<file path="src/rtl/iomem_gpio.sv">
// rtl/iomem_gpio.sv - memory-mapped GPIO block with input synchronizers and edge interrupts
//
// Register map (byte address bits [4:2] select the register):
//   0 OUT  rw   pin output values
//   1 DIR  rw   pin output enables, 1 = drive
//   2 IN   ro   synchronized pin inputs
//   3 IEN  rw   per-pin interrupt enable
//   4 PEND w1c  per-pin pending edge flags
//   5 RISE rw   per-pin edge polarity, 1 = rising, 0 = falling
//   6-7        read as zero, writes ignored
//
// Ports:
//   CLKOUT       system clock, rising edge
//   resetn       synchronous active-low reset
//   iomem_valid  bus request valid
//   iomem_ready  one-cycle access-complete pulse
//   iomem_wstrb  byte write strobes, all zero = read
//   iomem_addr   byte address, [31:24] must equal BASE_ADDR
//   iomem_wdata  write data
//   iomem_rdata  read data, held between accesses
//   gpio_in      asynchronous pin inputs
//   gpio_out     OUT register
//   gpio_oe      DIR register
//   irq          registered level interrupt, |(PEND & IEN)

module iomem_gpio #(
    parameter logic [7:0] BASE_ADDR   = 8'h03,
    parameter int         WIDTH       = 16,
    parameter int         SYNC_STAGES = 2
) (
    input  logic             CLKOUT,
    input  logic             resetn,
    input  logic             iomem_valid,
    output logic             iomem_ready,
    input  logic [3:0]       iomem_wstrb,
    input  logic [31:0]      iomem_addr,
    input  logic [31:0]      iomem_wdata,
    output logic [31:0]      iomem_rdata,
    input  logic [WIDTH-1:0] gpio_in,
    output logic [WIDTH-1:0] gpio_out,
    output logic [WIDTH-1:0] gpio_oe,
    output logic             irq
);

    localparam logic [2:0] SEL_OUT  = 3'd0;
    localparam logic [2:0] SEL_DIR  = 3'd1;
    localparam logic [2:0] SEL_IN   = 3'd2;
    localparam logic [2:0] SEL_IEN  = 3'd3;
    localparam logic [2:0] SEL_PEND = 3'd4;
    localparam logic [2:0] SEL_RISE = 3'd5;

    logic             ready_q;
    logic [31:0]      rdata_q;
    logic             irq_q;

    logic [WIDTH-1:0] out_q,  out_d;
    logic [WIDTH-1:0] dir_q,  dir_d;
    logic [WIDTH-1:0] ien_q,  ien_d;
    logic [WIDTH-1:0] pend_q, pend_d;
    logic [WIDTH-1:0] rise_q, rise_d;

    logic [WIDTH-1:0] sync_q [SYNC_STAGES];
    logic [WIDTH-1:0] last_q;

    logic             hit;
    logic [2:0]       sel;
    logic [31:0]      wmask32;
    logic [WIDTH-1:0] wmask;
    logic [WIDTH-1:0] wbits;
    logic [WIDTH-1:0] in_val;
    logic [WIDTH-1:0] edge_sel;
    logic [WIDTH-1:0] pend_set;
    logic [WIDTH-1:0] pend_clr;
    logic [31:0]      rd_val;

    // Address bits outside the decode and data lanes above WIDTH are don't-cares.
    logic unused_bits;
    assign unused_bits = ^{iomem_addr[23:5], iomem_addr[1:0], iomem_wdata, wmask32};

    always_comb begin
        // Blocking on !ready_q makes a held request complete every other cycle.
        hit     = iomem_valid && !ready_q && (iomem_addr[31:24] == BASE_ADDR);
        sel     = iomem_addr[4:2];
        wmask32 = {{8{iomem_wstrb[3]}}, {8{iomem_wstrb[2]}},
                   {8{iomem_wstrb[1]}}, {8{iomem_wstrb[0]}}};
        wmask   = wmask32[WIDTH-1:0];
        wbits   = iomem_wdata[WIDTH-1:0];
        in_val  = sync_q[SYNC_STAGES-1];
        // A bit changed and its new level matches the polarity: rising edges
        // end at 1 (RISE=1), falling edges end at 0 (RISE=0).
        edge_sel = (in_val ^ last_q) & ~(in_val ^ rise_q);
        pend_set = edge_sel & ien_q;
    end

    always_comb begin
        rd_val = '0;
        case (sel)
            SEL_OUT:  rd_val[WIDTH-1:0] = out_q;
            SEL_DIR:  rd_val[WIDTH-1:0] = dir_q;
            SEL_IN:   rd_val[WIDTH-1:0] = in_val;
            SEL_IEN:  rd_val[WIDTH-1:0] = ien_q;
            SEL_PEND: rd_val[WIDTH-1:0] = pend_q;
            SEL_RISE: rd_val[WIDTH-1:0] = rise_q;
            default:  rd_val = '0;
        endcase
    end

    always_comb begin
        out_d    = out_q;
        dir_d    = dir_q;
        ien_d    = ien_q;
        rise_d   = rise_q;
        pend_clr = '0;
        if (hit) begin
            case (sel)
                SEL_OUT:  out_d    = (out_q  & ~wmask) | (wbits & wmask);
                SEL_DIR:  dir_d    = (dir_q  & ~wmask) | (wbits & wmask);
                SEL_IEN:  ien_d    = (ien_q  & ~wmask) | (wbits & wmask);
                SEL_RISE: rise_d   = (rise_q & ~wmask) | (wbits & wmask);
                SEL_PEND: pend_clr = wbits & wmask;
                default:  pend_clr = '0;
            endcase
        end
        // Applying the set after the clear lets a coincident edge win.
        pend_d = (pend_q & ~pend_clr) | pend_set;
    end

    always_ff @(posedge CLKOUT) begin
        if (!resetn) begin
            ready_q <= 1'b0;
            rdata_q <= '0;
            irq_q   <= 1'b0;
            out_q   <= '0;
            dir_q   <= '0;
            ien_q   <= '0;
            pend_q  <= '0;
            rise_q  <= '0;
            last_q  <= '0;
            for (int i = 0; i < SYNC_STAGES; i++) begin
                sync_q[i] <= '0;
            end
        end else begin
            ready_q <= hit;
            if (hit) begin
                rdata_q <= rd_val;
            end
            out_q  <= out_d;
            dir_q  <= dir_d;
            ien_q  <= ien_d;
            pend_q <= pend_d;
            rise_q <= rise_d;
            // Registered from current state, so irq follows PEND/IEN by one cycle.
            irq_q  <= |(pend_q & ien_q);
            sync_q[0] <= gpio_in;
            for (int i = 1; i < SYNC_STAGES; i++) begin
                sync_q[i] <= sync_q[i-1];
            end
            last_q <= sync_q[SYNC_STAGES-1];
        end
    end

    assign iomem_ready = ready_q;
    assign iomem_rdata = rdata_q;
    assign gpio_out    = out_q;
    assign gpio_oe     = dir_q;
    assign irq         = irq_q;

endmodule

</file>
<file path="config.mk">
export PLATFORM = sky130hd
export DESIGN_NAME = iomem_gpio
export DESIGN_NICKNAME = d
export VERILOG_FILES = /design/src/rtl/iomem_gpio.sv
export SDC_FILE = /design/constraint.sdc
export NUM_CORES = 1
export LEC_CHECK = 0
export ABC_CLOCK_PERIOD_IN_PS = 2800
export CAP_MARGIN = 20
export CORE_MARGIN = 4
export CORE_UTILIZATION = 40
export CTS_CLUSTER_DIAMETER = 100
export DETAILED_ROUTE_END_ITERATION = 16
export GPL_ROUTABILITY_DRIVEN = 0
export PLACE_DENSITY = 0.7
export SLEW_MARGIN = 20
export SYNTH_ARGS = -nofsm -noshare
export SYNTH_HDL_FRONTEND = slang
export SYNTH_SLANG_ARGS = --single-unit
</file>
<file path="constraint.sdc">
create_clock -name CLKOUT -period 2.8 [get_ports CLKOUT]
set_clock_uncertainty 0.2 [all_clocks]
set_input_delay 0.28 -clock CLKOUT [delete_from_list [all_inputs] [get_ports CLKOUT]]
set_output_delay 0.28 -clock CLKOUT [all_outputs]
set_load 0.05 [all_outputs]
</file>
# Yosys cells after proc, flatten, opt, wreduce, memory -nomap -nowiden
# Memories as Yosys holds them, arrays and structs flattened.
# Cells that the tools add are included.
# word_totals
ff_bits,114
mem_bits_rw,32
input_bits,87
out_inout_bits,66
mem_count,1
# classes
n_eq_ne,6
n_mux,7
bitwise,21
n_reduce_logical,9
# mem_list
name,words,width,rd,rd_clocked_by_memory_dff,wr,line_no,text
sync_q,2,16,2,0,2,62,logic [WIDTH-1:0] sync_q [SYNC_STAGES];
# ops
op,n
bitwise AND 16 bit,9
one-hot mux 16 bit (6 select lines),1
OR 16 bit,5
two-way mux 16 bit,4
inverter 16 bit,3
bitwise XOR 16 bit,2
OR reduction 16 bit,1
"equality test 8 x 2 -> 1 bit, second input constant",1
AND reduction 2 bit,4
"equality test 3 x 2 -> 1 bit, second input constant",2
"equality test 3 bit, second input constant",2
"equality test 3 x 1 -> 1 bit, second input constant",1
zero test 3 bit,1
logical AND 1 bit,2
two-way mux 1 bit,2
OR 1 bit,2
zero test 1 bit,1

# Depth between registers and ports, before layout
# depth
ltp_word,7
ltp_mapped,7
ltp_nobuf,4

# Worst setup path before layout
# OpenSTA, ideal clock, no wires.
# synth_path
path_kind,in2reg
from,input port iomem_addr[27]
to,register with a tool-made name
arrival_ns,1.799
required_ns,2.484
path_slack_ns,0.685
cell_stages,5
cell_sequence,or4_1 -> buf_2 -> nor4_4 -> mux2i_1 -> nor2b_1
# synth_rtl
item,line_no,text
start: declaration,36,"input logic [31:0] iomem_addr,"

==> metrics.txt <==
antenna viol nets, final=0; busiest grt layer=met2; met2 Usage GRT=29.5%; FF-to-FF setup slack=0.90 ns; Congestion Overflow GR=0; leading post-synthesis cells by cell area=dfxtp_1, mux2i_1, and2_1; Peak Freq=463 MHz; largest net degree at the start of global routing=95; Synth Register Bits=146; die height=134 um; WP data required=2.91 ns; fill cell count=1337; clk slew on worst S/H paths=0.06 ns; Port-buffer cells=97; Min-Delay Endpoint=sync_q[0][25]; Initial DRC Count=387; CTS Root Buffer Type=clkbuf_16; Routed WL=16.7 mm; initial antenna violation count=0; TritonRoute pass-1 iters=6; vias=5155; VDD IR max=0.000369 V; reg2reg path depth=5; Gate Count Post-Synth=648; TNS Setup=0 ns; syn avg cell area=9.84 um2; FF-to-FF Start=iomem_ready; CTS Buffer Depth=2; WL/cell=17.1 um; hpwl dp=11.2 mm; number of non-filler instances in the completed layout=975; Synth Warn #=0; hold path depth=1; fin nets=838; share of layout cells above drive strength 1=12.0%; Core ar.=15400 um2; DRC=0; Distinct cells, synth=39; CTS H-tree depth=4; global-route wire length before repair=26.9 mm; RSZ-0062 raised after global routing=false; Final setup viols=0; Max-Cap Viols=0; Rel. slew slack=50.4%; Worst Tran Pin Value=0.744 ns; die area=18000 um2; Fin. Hold Viols=0; Seq/Total Area, Yosys=45.8%; Tcrit/Tclk final=77.1%; max-slew violations=0; Synth Flop Type=dfxtp_1; CTS Sinks=146; DP Cell Count=942; area delta synth->final=30.0%; Data arrival, critical path=2.26 ns; outcome=complete, no violations; I/O Pins=153; leading cell type in the layout, fill and taps excluded=dfxtp_1; crit end category=register; Initial Utilization=41.3%; crit-path cells=clkdlybuf4s50_1 -> or4_1 -> nor4_4 -> buf_12 -> mux2i_1 -> nor2b_1; area leader, netlist=dfxtp_1; Pleak=0.00314 uW; Pwr Density=581 nW/um2; FP Rows=45; Post-synth EDFFs=0; Vias/cell=5.29; Worst Path Max Fanout=8; mapped cell area=6380 um2; met1 Use GR=24.9%; met3 Use GR=5.03%; CTS tree=yes; kind of critical path=input port to register; Total GRT Usage=18.7%; vias in the first global route=5085; antenna cells=0; element type at the critical path start=input port; Synth async-reset ratio=0%; Die X=134 um; worst skew pair latency=0.42 ns; CTS Buf Count=17; post-layout min period=2.16 ns; worst min-delay path class=register to register; most frequent cells in the layout=dfxtp_1, clkdlybuf4s50_1, mux2i_1, nor2b_1, and2_1; CP max stage cell=or4_1; area share of the largest cell type after synthesis=45.8%; hold path startpoint=sync_q[0][9]; # resized after CTS=0; Max stage delay on crit path=0.72 ns
synth_stat cells (all sizes together) (6+ instances only):
library cell,number
nor2,17
nand4,7
inv,16
nand3,18
nor3b,16
a21boi,32
a2bb2oi,6
o21ai,48
and2,50
nor2b,50
mux2i,54
dfxtp,146
mux4,10
a31oi,10
nand2b,10
a21oi,6
a22oi,10
o22a,6
clkbuf,28
nand2,42
buf,25
mux2,16
report_power, final:
group	total [uW]	internal [uW]	leakage, uW	switching, uW
sequential	2120	2110	0.00118	15.0
combinational	304	134	0.00165	170
clock	2390	1540	0.000304	848
total	4810	3780	0.00314	1030
repair_timing:
| item | CTS | global route |
|---|---|---|
| endpoints found under the hold margin | 3 | 0 |
| hold buffers | 1 | 0 |
| setup buffers | 0 | 0 |
kinds of logic after synthesis:
kind of cell / after synthesis / synth area share, %
simple gates: 229 / 21.7
flops: 146 / 45.8
compound gates: 123 / 12.5
mux: 80 / 14.8
buf+inv: 69 / 5.12
other cells: 1 / 0.0588
metal layers:
metal | wire (um) | part of all wire [%] | vias to the layer above
met4 | 240 | 1.4 | 0
met5 | 0 | 0 | -
met2 | 7830 | 47 | 180
met1 | 7500 | 45 | 2498
met3 | 1100 | 6.6 | 26
li1 | - | - | 2451
metrics by stage:
step           cell area, um2  util [%]  hold WS [ns]  power (uW)  setup slack, ns
6_report                 8290      53.8         0.229        4810            0.642
5_1_grt                  8290      53.8         0.237        4970            0.514
4_1_cts                  8290      53.8         0.222        4850            0.654
3_5_place_dp             7650      49.6         0.222        2470            0.219
3_3_place_gp             7650      49.6         0.215        2460            0.259
2_1_floorplan            6430         -         0.207        2350            0.685
worst max-delay path: cells and delay by family:
family / cells / cell delay [ns]
buf+inv: 2 / 0.62
simple gates: 3 / 1.17
mux: 1 / 0.20
final cells by class:
type | instances | area (um2) | area share, %
multi-input cells | 448 | 3190 | 38.5
flip-flops and latches | 146 | 2920 | 35.2
repair buffers | 122 | 1220 | 14.7
clock buffers | 24 | 512 | 6.17
well taps | 211 | 264 | 3.18
clock inverters | 8 | 123 | 1.48
inverters | 16 | 60.1 | 0.724
how the worst max path moves through the flow:
stage                    from         end  slack (ns)  cells past startpoint
6_report       iomem_addr[27]    register        0.64                      6
2_1_floorplan  iomem_addr[27]    register        0.69                      5
4_1_cts              register  gpio_oe[4]        0.65                      1
3_3_place_gp   iomem_addr[27]    register        0.26                      6
5_1_grt        iomem_addr[27]    register        0.51                      6
3_5_place_dp   iomem_addr[27]    register        0.22                      6
Power figures use the tool's default switching activity.
